$ cat src/rtl/pipe_stage_skid_pkg.sv
// Shared types and constants for the generic inter-stage pipeline register.
// Mode constants mirror the PIPE_SKID_* defines the instantiators use.
package pipe_stage_skid_pkg;

    localparam int unsigned PIPE_SKID_OFF = 0;
    localparam int unsigned PIPE_SKID_ON  = 1;

    typedef enum logic [1:0] {
        StEmpty = 2'd0,
        StOne   = 2'd1,
        StFull  = 2'd2
    } skid_state_e;

    function automatic logic [1:0] skid_occ(skid_state_e st);
        logic [1:0] occ;
        case (st)
            StOne:   occ = 2'd1;
            StFull:  occ = 2'd2;
            default: occ = 2'd0;
        endcase
        return occ;
    endfunction

endpackage

$ cat src/rtl/pipe_stage_skid_if.sv
// Handshake and payload bundle between an upstream stage, this register and downstream.
// master drives the stage inputs (upstream/downstream side), slave is the register itself.
interface pipe_stage_skid_if #(
    parameter int unsigned DATA_W = 32 * 4,
    parameter int unsigned CTRL_W = 8
) ();

    logic              in_valid_i;
    logic              in_ready_go_i;
    logic [DATA_W-1:0] in_data_i;
    logic [CTRL_W-1:0] in_ctrl_i;
    logic              allow_in_o;
    logic              out_valid_o;
    logic [DATA_W-1:0] out_data_o;
    logic [CTRL_W-1:0] out_ctrl_o;
    logic              next_allow_in_i;
    logic              hold_i;
    logic              flush_in_i;
    logic              flush_all_i;
    logic [1:0]        occ_o;

    modport master (
        output in_valid_i, in_ready_go_i, in_data_i, in_ctrl_i,
        output next_allow_in_i, hold_i, flush_in_i, flush_all_i,
        input  allow_in_o, out_valid_o, out_data_o, out_ctrl_o, occ_o
    );

    modport slave (
        input  in_valid_i, in_ready_go_i, in_data_i, in_ctrl_i,
        input  next_allow_in_i, hold_i, flush_in_i, flush_all_i,
        output allow_in_o, out_valid_o, out_data_o, out_ctrl_o, occ_o
    );

endinterface

$ cat src/rtl/pipe_stage_skid.sv
// Parametrised pipeline register with valid/ready_go/allow_in handshake, hold and flush.
// SKID=1 adds a second entry so allow_in comes straight from state flops.
module pipe_stage_skid
    import pipe_stage_skid_pkg::*;
#(
    parameter int unsigned DATA_W = 32 * 4,
    parameter int unsigned CTRL_W = 8,
    parameter int unsigned SKID   = PIPE_SKID_OFF
) (
    input logic              clk,
    input logic              rst_n,
    pipe_stage_skid_if.slave bus
);

    logic              in_fire;
    logic              keep;
    logic              out_fire;
    logic              allow_in;
    logic              main_v;
    logic [1:0]        occ;
    logic [DATA_W-1:0] main_data_q;
    logic [CTRL_W-1:0] main_ctrl_q;

    assign in_fire  = bus.in_valid_i & bus.in_ready_go_i & allow_in;
    assign keep     = in_fire & ~bus.flush_in_i;
    assign out_fire = main_v & bus.next_allow_in_i & ~bus.hold_i;

    generate
        if (SKID == PIPE_SKID_ON) begin : g_skid
            skid_state_e       state_q, state_d;
            logic [DATA_W-1:0] skid_data_q;
            logic [CTRL_W-1:0] skid_ctrl_q;
            logic              load_main_in;
            logic              load_main_skid;
            logic              load_skid;

            always_comb begin
                state_d        = state_q;
                load_main_in   = 1'b0;
                load_main_skid = 1'b0;
                load_skid      = 1'b0;
                case (state_q)
                    StEmpty: begin
                        if (keep) begin
                            state_d      = StOne;
                            load_main_in = 1'b1;
                        end
                    end
                    StOne: begin
                        if (keep && out_fire) begin
                            load_main_in = 1'b1;
                        end else if (keep) begin
                            state_d   = StFull;
                            load_skid = 1'b1;
                        end else if (out_fire) begin
                            state_d = StEmpty;
                        end
                    end
                    StFull: begin
                        if (out_fire) begin
                            state_d        = StOne;
                            load_main_skid = 1'b1;
                        end
                    end
                    default: state_d = StEmpty;
                endcase
                // Flush-all wins over everything, including a concurrent accept.
                if (bus.flush_all_i) begin
                    state_d        = StEmpty;
                    load_main_in   = 1'b0;
                    load_main_skid = 1'b0;
                    load_skid      = 1'b0;
                end
            end

            always_ff @(posedge clk) begin
                if (!rst_n) begin
                    state_q <= StEmpty;
                end else begin
                    state_q <= state_d;
                end
            end

            // Payload flops are deliberately unreset; validity lives in state_q.
            always_ff @(posedge clk) begin
                if (load_main_in) begin
                    main_data_q <= bus.in_data_i;
                    main_ctrl_q <= bus.in_ctrl_i;
                end else if (load_main_skid) begin
                    main_data_q <= skid_data_q;
                    main_ctrl_q <= skid_ctrl_q;
                end
                if (load_skid) begin
                    skid_data_q <= bus.in_data_i;
                    skid_ctrl_q <= bus.in_ctrl_i;
                end
            end

            assign main_v   = (state_q != StEmpty);
            assign allow_in = (state_q != StFull);
            assign occ      = skid_occ(state_q);
        end else begin : g_single
            logic main_v_q;

            always_ff @(posedge clk) begin
                if (!rst_n) begin
                    main_v_q <= 1'b0;
                end else if (bus.flush_all_i) begin
                    main_v_q <= 1'b0;
                end else if (allow_in) begin
                    main_v_q <= keep;
                end
            end

            always_ff @(posedge clk) begin
                if (allow_in && keep && !bus.flush_all_i) begin
                    main_data_q <= bus.in_data_i;
                    main_ctrl_q <= bus.in_ctrl_i;
                end
            end

            assign main_v   = main_v_q;
            assign allow_in = ~main_v_q | out_fire;
            assign occ      = {1'b0, main_v_q};
        end
    endgenerate

    assign bus.allow_in_o  = allow_in;
    assign bus.out_valid_o = main_v;
    assign bus.out_data_o  = main_data_q;
    assign bus.out_ctrl_o  = main_ctrl_q & {CTRL_W{main_v}};
    assign bus.occ_o       = occ;

endmodule
$ cat src/flat_wrapper.sv
// flat-port wrapper written by rule: the top's interface ports become plain ports
module pipe_stage_skid_flat import pipe_stage_skid_pkg::*;
#(
    parameter int unsigned DATA_W = 32 * 4,
    parameter int unsigned CTRL_W = 8,
    parameter int unsigned SKID   = PIPE_SKID_OFF
)
  (clk, rst_n, bus_in_valid_i, bus_in_ready_go_i, bus_in_data_i, bus_in_ctrl_i, bus_next_allow_in_i, bus_hold_i, bus_flush_in_i, bus_flush_all_i, bus_allow_in_o, bus_out_valid_o, bus_out_data_o, bus_out_ctrl_o, bus_occ_o);
  pipe_stage_skid_if #(.DATA_W(DATA_W), .CTRL_W(CTRL_W)) bus_i ();
  input logic clk;
  input logic rst_n;
  input wire logic [$bits(bus_i.in_valid_i)-1:0] bus_in_valid_i;
  input wire logic [$bits(bus_i.in_ready_go_i)-1:0] bus_in_ready_go_i;
  input wire logic [$bits(bus_i.in_data_i)-1:0] bus_in_data_i;
  input wire logic [$bits(bus_i.in_ctrl_i)-1:0] bus_in_ctrl_i;
  input wire logic [$bits(bus_i.next_allow_in_i)-1:0] bus_next_allow_in_i;
  input wire logic [$bits(bus_i.hold_i)-1:0] bus_hold_i;
  input wire logic [$bits(bus_i.flush_in_i)-1:0] bus_flush_in_i;
  input wire logic [$bits(bus_i.flush_all_i)-1:0] bus_flush_all_i;
  output wire logic [$bits(bus_i.allow_in_o)-1:0] bus_allow_in_o;
  output wire logic [$bits(bus_i.out_valid_o)-1:0] bus_out_valid_o;
  output wire logic [$bits(bus_i.out_data_o)-1:0] bus_out_data_o;
  output wire logic [$bits(bus_i.out_ctrl_o)-1:0] bus_out_ctrl_o;
  output wire logic [$bits(bus_i.occ_o)-1:0] bus_occ_o;
  assign bus_i.in_valid_i = bus_in_valid_i;
  assign bus_i.in_ready_go_i = bus_in_ready_go_i;
  assign bus_i.in_data_i = bus_in_data_i;
  assign bus_i.in_ctrl_i = bus_in_ctrl_i;
  assign bus_i.next_allow_in_i = bus_next_allow_in_i;
  assign bus_i.hold_i = bus_hold_i;
  assign bus_i.flush_in_i = bus_flush_in_i;
  assign bus_i.flush_all_i = bus_flush_all_i;
  assign bus_allow_in_o = bus_i.allow_in_o;
  assign bus_out_valid_o = bus_i.out_valid_o;
  assign bus_out_data_o = bus_i.out_data_o;
  assign bus_out_ctrl_o = bus_i.out_ctrl_o;
  assign bus_occ_o = bus_i.occ_o;
  pipe_stage_skid #(.DATA_W(DATA_W), .CTRL_W(CTRL_W), .SKID(SKID)) u_core (.clk(clk), .rst_n(rst_n), .bus(bus_i));
endmodule
$ cat config.mk
export PLATFORM = sky130hd
export DESIGN_NAME = pipe_stage_skid_flat
export DESIGN_NICKNAME = d
export VERILOG_FILES = /design/src/rtl/pipe_stage_skid_pkg.sv /design/src/rtl/pipe_stage_skid_if.sv /design/src/rtl/pipe_stage_skid.sv /design/src/flat_wrapper.sv
export SDC_FILE = /design/constraint.sdc
export NUM_CORES = 1
export LEC_CHECK = 0
export ABC_AREA = 1
export BUFFER_PORTS_ARGS = -buffer_cell sky130_fd_sc_hd__buf_4
export CORE_MARGIN = 5
export CORE_UTILIZATION = 35
export DETAILED_ROUTE_END_ITERATION = 10
export GPL_TIMING_DRIVEN = 0
export PLACE_DENSITY = 0.76
export SETUP_SLACK_MARGIN = 0.1
export SYNTH_ARGS = -nofsm -noshare
export SYNTH_HDL_FRONTEND = slang
export SYNTH_SLANG_ARGS = --single-unit
$ cat constraint.sdc
create_clock -name clk -period 10.5 [get_ports clk]
set_input_delay 2.1 -clock clk [delete_from_list [all_inputs] [get_ports clk]]
set_output_delay 2.1 -clock clk [all_outputs]
set_load 0.01 [all_outputs]
Word-level counts from Yosys, hierarchy flattened
Index checks and enable logic that the tools add are counted.

operators by class
  $add $sub $neg = 0
  $mul = 0
  div/mod/pow operators = 0
  order comparisons = 0
  equality and inequality tests = 0
  shifts and indexed selects = 0
  mux-type cells = 0
  bitwise logic cells = 11
  reduce and logical (&&, ||, !) cells = 4

operators by type and width
  operator           count
  $and 8x8->8        1
  $and 1x1->1        5
  $not 1->1          4
  $logic_and 1x1->1  2
  $reduce_or 2->1    1
  $logic_not 1->1    1
  $or 1x1->1         1

word-level totals
  bits in registers = 137
  latch bits = 0
  RAM bits = 0
  ROM bits = 0
  input bits = 144
  output and inout port bits = 140
  word-level logic and storage cells = 18
  memories = 0

Logic depth before layout (Yosys ltp)
Gate-level depths: netlist (run 1).

  word-level depth = 7
  depth in mapped cells = 5
  depth with buffers taken out = 5

Worst setup path before layout (run 1)
No wires, ideal clock.

  kind = input to register
  from = input bus_hold_i
  to = register u_core.main_data_q[0] (netlist: u_core.bus.out_data_o[0]) (enable)
  setup time = 524 ps
  data arrival time = 5786 ps
  data required time = 9976 ps
  setup slack = 4190 ps
  cell stages on the path = 5
  path buffers = 0
  cell sequence = inv_1 nand2_1 nand2_4 nand2_2 nor2_2

between the ends
  cells in the longest elaborated chain, start to end = 7

ends and longest elaborated chain
  item                              RTL line                RTL
  start, declared                   flat_wrapper.sv:17      input wire logic [$bits(bus_i.hold_i)-1:0] bus_hold_i;
  $not 1->1 *                       pipe_stage_skid.sv:26   assign out_fire = main_v & bus.next_allow_in_i & ~bus.hold_i;
  $and 1x1->1 *                     pipe_stage_skid.sv:26
  $or 1x1->1 *                      pipe_stage_skid.sv:123  assign allow_in = ~main_v_q | out_fire;
  named net bus_allow_in_o          flat_wrapper.sv:20      output wire logic [$bits(bus_i.allow_in_o)-1:0] bus_allow_in_o;
  $and 1x1->1                       pipe_stage_skid.sv:24   assign in_fire = bus.in_valid_i & bus.in_ready_go_i & allow_in;
  $and 1x1->1                       pipe_stage_skid.sv:25   assign keep = in_fire & ~bus.flush_in_i;
  $logic_and 1x1->1 * (2 in a row)  pipe_stage_skid.sv:116  if (allow_in && keep && !bus.flush_all_i) begin
  end signal, assigned              pipe_stage_skid.sv:117  main_data_q <= bus.in_data_i;
  end, declared                     pipe_stage_skid.sv:21   logic [DATA_W-1:0] main_data_q;

Mark *: on every way through the listed nets, which the timed path passes. The rest lies on a longest branch.
A chain may end at the register's enable or synchronous reset.

Worst setup path in the final report (run 1)
  from = input bus_hold_i
  to = output bus_allow_in_o

between the ends
  cells in the longest elaborated chain, start to end = 3

ends and longest elaborated chain
  item           RTL line
  $not 1->1      pipe_stage_skid.sv:26
  $and 1x1->1    pipe_stage_skid.sv:26
  $or 1x1->1     pipe_stage_skid.sv:123
  end, declared  flat_wrapper.sv:20

Every way passes these cells.

==> results_dict.tcl, run 1 <==
set metrics [dict create \
    grt_pass1_wl_mm 16.6 \
    placeableCoreArea_um2 12000 \
    fp.dieH_um 120 \
    drtIter0Drc 90 \
    drive_gt1_frac 0.657 \
    vias 2694 \
    synth.most_common_cell "edfxtp_1" \
    syn_nets 311 \
    numCtsBuffers 17 \
    fin_crit_ns 4.62 \
    highest_layer "met5" \
    postRouteAntennaNets 0 \
    timing.final.ws_setup_ns 5.88 \
    drv_slew 0 \
    max-vdd-ir-drop_mv 0.120 \
    grt_antenna_before_repair 1 \
    cts.path.max_buffers 2 \
    synth_top_area_share 0.961 \
    cp-start-kind "primary input" \
    area_growth_pct 69.1 \
    ctsResizeCount 0 \
    internal_power_uw 1030 \
    relSlewSlack 0.328 \
    cp-end-kind "output pin" \
    grt_overflow 0 \
    synth_cell_types 12 \
    port_buffers 282 \
    track_usage 0.156 \
    postCtsSetupRepairBufs 0 \
    power.share.clock 0.456 \
    required_ns 8.40 \
    num_rows 40 \
    n_fill_cell 901 \
    tightest_slew_ns 1.01 \
    dieArea_um2 14400 \
    clk_pin_slew_worst_paths_ns 0.05 \
    diodes 0 \
    holdWs_ns 0.639 \
    pre_cts_ws_ns 5.88 \
    final_cell_count_no_fill 631 \
    synth-edff-count 136 \
    syn-mean-instance-area_um2 25.5 \
    syn_area_um2 4250 \
    dp_hpwl_mm 8.82 \
    htreeDepth 4 \
    period_share 0.440 \
    cp_max_fo 3 \
    synth_top_cell_by_area "edfxtp_1" \
    hp-class "flip-flop to flip-flop" \
    die_x_um 120 \
    maxCapViolCount 0 \
    routed_wl_mm 11.2 \
    setup_viol 0 \
    ys_seq_area_frac 0.966 \
    fmax_ghz 0.216 \
    cts_tree "built" \
    arrival_ns 2.52 \
    cts.sinks 137 \
    rsz0062_at_grt "false" \
    final_nets 615 \
    ios 284 \
    postSynthCellCount 167 \
    drc 0 \
    start_util 0.355 \
    finClkSkew_ns 0.0127 \
    ctsHoldBuffers 0 \
    dr_wl_met2_mm 5.76 \
    grt_pass1_vias 3005 \
    synth_top_flop_cell "edfxtp_1" \
    dp_cells 599 \
    firstDrtPassIters 4 \
    power-per-cell-area_nw_per_um2 175 \
    power.share.switching 0.182 \
    wl_met1_mm 3.65 \
    synth_common_cells "edfxtp_1, inv_1, nand2_1" \
    clk_latency_ns 0.41 \
    outcome "complete, no violations" \
    ys_ff_latch 137 \
    grt_max_degree 37 \
    fin_setup_tns_ns 0 \
    globalplace.congestion 0.748 \
    wl_per_cell_um 17.7 \
    switching_power_uw 229 \
    synth_area_leaders "edfxtp_1, inv_1, nand2_1" \
    async_flop_share 0 \
    ys_warn_count 0 \
    route.met3.wl_mm 1.43 \
    critPathKind "primary input to output pin" \
    leakagePower_uw 0.00305 \
    vias_per_cell 4.27 \
    clockRootBuffer "clkbuf_16" \
    final-hold-violation-count 0 \
    pwr-share-seq 0.490 \
    power_frac_comb 0.054 \
]
## logic make-up after synthesis
group,after synthesis,share of synthesized area
buffers and inverters,14,0.0159
AOI/OAI and AO/OA,1,0.00206
DFF,137,0.966
and+or+nand+nor,14,0.0156
other,1,0.000882
## critical path: stages
cell and delay [ns]:
buf_4 0.11, inv_1 0.04, nand2_1 0.07, nand2_4 0.08, buf_4 0.12
## power groups by stage
| stage | sequential [uW] | combinational [uW] | clock, uW |
|---|---|---|---|
| floorplan | 633 | 6.15 | 0 |
| global placement | 629 | 65.3 | 0 |
| detailed placement | 627 | 68.9 | 0 |
| CTS | 616 | 69.0 | 589 |
| global route | 617 | 72.9 | 616 |
| finish | 616 | 67.9 | 574 |
## placed cells by master, fill, tap and decap left out
cell type and count:
buf_12 3, clkbuf_16 17, conb_1 1, nand2_4 1, dfxtp_1 1, clkinvlp_4 1
edfxtp_1 136, a21oi_2 1, clkinv_1 1, buf_6 1, bufinv_16 3, nand2_1 10
inv_1 11, nand3_1 1, clkbuf_1 5, buf_4 284, nand2_2 1, nor2_4 1
clkinv_2 5
## routing by layer
layer  track usage  vias to the layer above
li1              -                     1244
met1         0.152                     1250
met2         0.262                      171
met3        0.0898                       27
met4        0.0802                        2
met5             0                        -
## registers in the layout, indices dropped and copies added, names as in the netlist
| signal | cells |
|---|---|
| u_core.bus.out_valid_o | 1 |
| u_core.bus.out_data_o | 128 |
| u_core.main_ctrl_q | 8 |
## layout make-up
class                      instances  area (um2)  area share
clock inverter                    10         126      0.0176
sequential                       137        4100       0.571
timing repair buffer             285        2180       0.303
buffer                             3        26.3     0.00366
clock buffer                      22         444      0.0618
tap                              147         184      0.0256
inverter                          11        41.3     0.00575
multi-input combinational         16        83.8      0.0117
## through the flow
| step | instance area [um2] | utilization | power [uW] |
|---|---|---|---|
| 3_3_place_gp | 6550 | 0.548 | 694 |
| 2_1_floorplan | 4250 | - | 639 |
| 4_1_cts | 7190 | 0.601 | 1270 |
| 6_report | 7190 | 0.601 | 1260 |
| 3_5_place_dp | 6620 | 0.553 | 696 |
| 5_1_grt | 7190 | 0.601 | 1310 |
## path summary, 6_finish.rpt
path	from	cells past startpoint	slack, ns	to
setup reg to reg	u_core.bus.out_valid_o$_SDFFE_PP0N_	6	8.25	u_core.bus.out_data_o[80]$_DFFE_PP_
hold reg to reg	u_core.bus.out_valid_o$_SDFFE_PP0N_	3	0.64	u_core.bus.out_valid_o$_SDFFE_PP0N_
hold / removal	u_core.bus.out_valid_o$_SDFFE_PP0N_	3	0.64	u_core.bus.out_valid_o$_SDFFE_PP0N_
setup / recovery	bus_hold_i	5	5.88	bus_allow_in_o
No activity file was read; power rests on OpenSTA's default activity.
==> run 2, diff against run 1 <==
==> constraint.sdc (replaced) <==
create_clock -name clk -period 4.5 [get_ports clk]
set_input_delay 0.9 -clock clk [delete_from_list [all_inputs] [get_ports clk]]
set_output_delay 0.9 -clock clk [all_outputs]
set_load 0.01 [all_outputs]
==> results_dict.tcl, run 2 (same netlist as run 1, synthesis figures left out) <==
set metrics [dict create \
    wl_per_cell_um 18.0 \
    firstDrtPassIters 4 \
    relSlewSlack 0.366 \
    path_cells "buf_4, inv_1, nand2_1, nand2_4, nand2_2, nor2_4, buf_12" \
    num_rows 40 \
    clk_latency_ns 0.40 \
    finClkSkew_ns 0.00763 \
    dp_hpwl_mm 9.02 \
    dp_cells 599 \
    placeableCoreArea_um2 12000 \
    power_frac_comb 0.056 \
    htreeDepth 4 \
    path_buf_inv 3 \
    cpLargestDelayFamily "simple AND/OR/NAND/NOR gates" \
    cts.path.max_buffers 2 \
    internal_power_uw 2340 \
    period_share 0.497 \
    pwr-share-seq 0.502 \
    n_fill_cell 896 \
    cp_max_fo 40 \
    dr_wl_met2_mm 6.09 \
    setup_viol 0 \
    critPathKind "primary input to flip-flop" \
    cp-end-kind "flip-flop" \
    vias_per_cell 4.28 \
    finalPower_uw 2860 \
    outcome "complete, no violations" \
    ctsHoldBuffers 0 \
    placed_area_um2 6620 \
    fmax_ghz 0.447 \
    wl_met1_mm 3.51 \
    postRouteAntennaNets 0 \
    fin_setup_tns_ns 0 \
    rsz0062_at_grt "false" \
    hp-class "flip-flop to flip-flop" \
    track_usage 0.155 \
    route.met3.wl_mm 1.41 \
    design_area_um2 7160 \
    grt_max_degree 41 \
    cp-start-kind "primary input" \
    leakagePower_uw 0.00304 \
    seqCellArea_um2 4100 \
    ctsResizeCount 0 \
    drive_gt1_frac 0.653 \
    highest_layer "met4" \
    start_util 0.355 \
    arrival_ns 2.33 \
    drtIter0Drc 122 \
    clk_pin_slew_worst_paths_ns 0.05 \
    power.share.clock 0.442 \
    maxCapViolCount 0 \
    grt_overflow 0 \
    drc 0 \
    largest_reg_flops 128 \
    postCtsSetupRepairBufs 0 \
    fp.dieH_um 120 \
    cts.sinks 137 \
    max-vdd-ir-drop_mv 0.251 \
    final-hold-violation-count 0 \
    numCtsBuffers 17 \
    cts_tree "built" \
    final_cell_count_no_fill 631 \
    area_growth_pct 68.5 \
    drv_slew 0 \
    layout_commonest_cell "buf_4" \
    switching_power_uw 524 \
    final_nets 615 \
    required_ns 4.59 \
    multi_input_area_um2 83.8 \
    final_cell_mix "buf_4, edfxtp_1, clkbuf_16" \
    die_x_um 120 \
    max_stage_delay_ns 0.71 \
    power-per-cell-area_nw_per_um2 400 \
    cp_slowest_cell "nor2_4" \
    grt_pass1_wl_mm 16.5 \
    port_buffers 282 \
    fin_crit_ns 2.24 \
    grt_antenna_before_repair 0 \
    ios 284 \
    tightest_slew_ns 0.949 \
    dieArea_um2 14400 \
    power.share.switching 0.183 \
    diodes 0 \
    globalplace.congestion 0.700 \
    vias 2701 \
    clockRootBuffer "clkbuf_16" \
    grt_pass1_vias 3032 \
    routed_wl_mm 11.3 \
]
run 2: cell types whose count changed in the layout (fill, tap and decap cells not counted), sizes merged:
cell	change
clkinv	+4
clkbuf	-2
clkinvlp	-1
bufinv	-1
run 2: area by class of cell:
class / count / area share
Clock buffer: 20 / 0.0610
Tap cell: 147 / 0.0257
Sequential cell: 137 / 0.573
Multi-Input combinational cell: 16 / 0.0117
Inverter: 11 / 0.00577
Buffer: 3 / 0.00367
Clock inverter: 12 / 0.0150
Timing Repair Buffer: 285 / 0.304
run 2: power groups by stage:
stage          sequential, uW  combinational [uW]  clock (uW)
2_1_floorplan            1480                14.8           0
3_3_place_gp             1470                 152           0
3_5_place_dp             1460                 161           0
4_1_cts                  1440                 161        1300
5_1_grt                  1440                 171        1360
6_report                 1440                 159        1270
run 2: worst register-to-register path: stages, from the launching register on:
cell and delay, ns:
dfxtp_1 0.33, buf_6 0.15, nand2_4 0.08, nand2_2 0.06, nor2_4 0.71, buf_12 0.32
run 2: path summary, 6_finish.rpt:
check,start,end,slack (ns),cells after the start
setup / recovery,bus_hold_i,u_core.bus.out_data_o[93]$_DFFE_PP_,2.26,7
hold reg to reg,u_core.bus.out_valid_o$_SDFFE_PP0N_,u_core.bus.out_valid_o$_SDFFE_PP0N_,0.64,3
hold / removal,u_core.bus.out_valid_o$_SDFFE_PP0N_,u_core.bus.out_valid_o$_SDFFE_PP0N_,0.64,3
setup reg to reg,u_core.bus.out_valid_o$_SDFFE_PP0N_,u_core.bus.out_data_o[93]$_DFFE_PP_,2.51,5
run 2: metrics by stage:
step | utilization | hold slack [ns] | setup slack [ns]
after floorplan | - | 0.661 | 0.928
after global placement | 0.548 | 0.630 | 0.188
after detailed placement | 0.553 | 0.630 | 1.81
after CTS | 0.599 | 0.639 | 2.26
after global routing | 0.599 | 0.637 | 2.17
final | 0.599 | 0.636 | 2.26
run 2: metal layers:
layer / global-route usage / vias up
met2: 0.272 / 167
met1: 0.144 / 1257
met4: 0.0859 / 0
met3: 0.0819 / 27
li1: - / 1250
met5: 0 / -
==> run 3, diff against run 2 <==
--- a/config.mk
+++ b/config.mk
@@ -5,7 +5,7 @@
 export SDC_FILE = /design/constraint.sdc
 export NUM_CORES = 1
 export LEC_CHECK = 0
-export ABC_AREA = 1
+export ABC_AREA = 0
 export BUFFER_PORTS_ARGS = -buffer_cell sky130_fd_sc_hd__buf_4
 export CORE_MARGIN = 5
 export CORE_UTILIZATION = 35
==> constraint.sdc (replaced) <==
create_clock -name clk -period 2.15 [get_ports clk]
set_input_delay 0.43 -clock clk [delete_from_list [all_inputs] [get_ports clk]]
set_output_delay 0.43 -clock clk [all_outputs]
set_load 0.01 [all_outputs]
==> results_dict.tcl, run 3 <==
set metrics [dict create \
    final_cell_mix "buf_4, edfxtp_1, clkbuf_16" \
    cts.path.max_buffers 2 \
    cp_max_fo 23 \
    setup_viol 0 \
    outcome "complete, no violations" \
    internal_power_uw 4760 \
    cts.sinks 137 \
    max-vdd-ir-drop_mv 0.494 \
    cts_tree "built" \
    fp.dieH_um 120 \
    clk_pin_slew_worst_paths_ns 0.05 \
    design_area_um2 7160 \
    routed_wl_mm 11.0 \
    syn-mean-instance-area_um2 27.4 \
    grt_antenna_before_repair 1 \
    pre_cts_ws_ns -0.380 \
    drc 0 \
    leakagePower_uw 0.00296 \
    dieArea_um2 14300 \
    grt_overflow 0 \
    ctsHoldBuffers 0 \
    globalplace.congestion 0.786 \
    postSynthCellCount 154 \
    placeableCoreArea_um2 11900 \
    syn_nets 298 \
    critPathKind "flip-flop to flip-flop" \
    period_share 0.833 \
    timing.final.ws_setup_ns 0.358 \
    seqCellArea_um2 4100 \
    multi_input_area_um2 108 \
    synth-edff-count 136 \
    fin_crit_ns 1.79 \
    power_frac_comb 0.058 \
    n_fill_cell 915 \
    port_buffers 282 \
    synth_top_cell_by_area "edfxtp_1" \
    placed_area_um2 6650 \
    switching_power_uw 1060 \
    fmax_ghz 0.558 \
    synth.most_common_cell "edfxtp_1" \
    synth_cell_types 11 \
    synth_top_flop_cell "edfxtp_1" \
    arrival_ns 1.89 \
    ys_seq_area_frac 0.973 \
    drive_gt1_frac 0.662 \
    clk_latency_ns 0.40 \
    htreeDepth 4 \
    start_util 0.354 \
    final_nets 607 \
    area_growth_pct 69.8 \
    grt_pass1_vias 2920 \
    hp-class "primary input to flip-flop" \
    die_x_um 120 \
    postRouteAntennaNets 0 \
    grt_pass1_wl_mm 16.0 \
    required_ns 2.25 \
    finClkSkew_ns 0.00468 \
    layout_commonest_cell "buf_4" \
    cp-end-kind "flip-flop" \
    pwr-share-seq 0.518 \
    maxCapViolCount 0 \
    final-hold-violation-count 0 \
    firstDrtPassIters 4 \
    ios 284 \
    vias_per_cell 4.32 \
    clockRootBuffer "clkbuf_16" \
    synth_area_leaders "edfxtp_1, and2_1, dfxtp_1" \
    syn_area_um2 4220 \
    synth_top_area_share 0.969 \
    power-per-cell-area_nw_per_um2 813 \
    num_rows 40 \
    diodes 0 \
    grt_max_degree 25 \
    synth_common_cells "edfxtp_1, and2_1, buf_4" \
    ys_warn_count 0 \
    power.share.switching 0.182 \
    ys_ff_latch 137 \
    holdWs_ns 0.201 \
    numCtsBuffers 17 \
    largest_reg_flops 128 \
    drtIter0Drc 107 \
    wl_per_cell_um 17.8 \
    track_usage 0.151 \
    cp-start-kind "flip-flop" \
    rsz0062_at_grt "false" \
    vias 2680 \
    dp_hpwl_mm 8.67 \
    async_flop_share 0 \
    power.share.clock 0.424 \
    drv_slew 0 \
]
## run 3: logic make-up (layout without fill, tap and decap cells)
| family | after synthesis | after routing | synth area share |
|---|---|---|---|
| compound gates | 2 | 2 | 0.00326 |
| buf+inv | 3 | 322 | 0.00445 |
| flops | 137 | 137 | 0.973 |
| other cells | 1 | 1 | 0.000889 |
| simple gates | 11 | 11 | 0.0181 |
## run 3: routing by layer
metal | vias up | track usage | part of all wire
li1 | 1228 | - | -
met4 | 2 | 0.0723 | 0.029
met1 | 1260 | 0.148 | 0.34
met5 | - | 0 | 0.0012
met3 | 27 | 0.0811 | 0.11
met2 | 163 | 0.258 | 0.52
## run 3: repair_timing
item	CTS	global route
resized for setup	0	0
setup endpoints to repair	65	0
buffers inserted	2	0
endpoints found under the hold margin	0	0
## run 3: power by group through the flow
stage               logic, uW  clock network, uW  registers (uW)
global route              359               2680            3010
detailed placement        338                  0            3060
floorplan                27.1                  0            3090
global placement          315                  0            3070
finish                    336               2470            3010
CTS                       341               2520            3010
## run 3: final timing paths
| path | startpoint | end | slack, ns | cells after the start |
|---|---|---|---|---|
| worst max-delay path | u_core.bus.out_valid_o$_SDFFE_PP0N_ | u_core.bus.out_data_o[97]$_DFFE_PP_ | 0.36 | 6 |
| worst min register to register | u_core.bus.out_valid_o$_SDFFE_PP0N_ | u_core.bus.out_valid_o$_SDFFE_PP0N_ | 0.65 | 2 |
| worst min-delay path | bus_in_data_i[81] | u_core.bus.out_data_o[81]$_DFFE_PP_ | 0.20 | 1 |
| worst max register to register | u_core.bus.out_valid_o$_SDFFE_PP0N_ | u_core.bus.out_data_o[97]$_DFFE_PP_ | 0.36 | 6 |
## run 3: final cells by class
type / count / share of cell area
clock inverters: 9 / 0.00839
inverters: 1 / 0.000524
plain buffers: 2 / 0.00210
multi-input cells: 14 / 0.0150
repair buffers: 290 / 0.314
clock buffers: 20 / 0.0610
well taps: 147 / 0.0257
flip-flops and latches: 137 / 0.573
## run 3: critical path, stage by stage, from the launching register on
cell     delay [ns]
dfxtp_1        0.41
o21ai_4        0.12
nor3b_4        0.20
buf_4          0.18
buf_16         0.16
buf_16         0.17
buf_8          0.22
## run 3: per-stage QoR
step | TNS (ns) | total power, uW | utilization | cells
2_1_floorplan | -324.84 | 3120 | - | 154
3_3_place_gp | -477.59 | 3390 | 0.548 | 583
3_5_place_dp | -17.39 | 3400 | 0.558 | 589
4_1_cts | 0 | 5870 | 0.601 | 620
5_1_grt | 0 | 6050 | 0.601 | 620
6_report | 0 | 5820 | 0.601 | 620
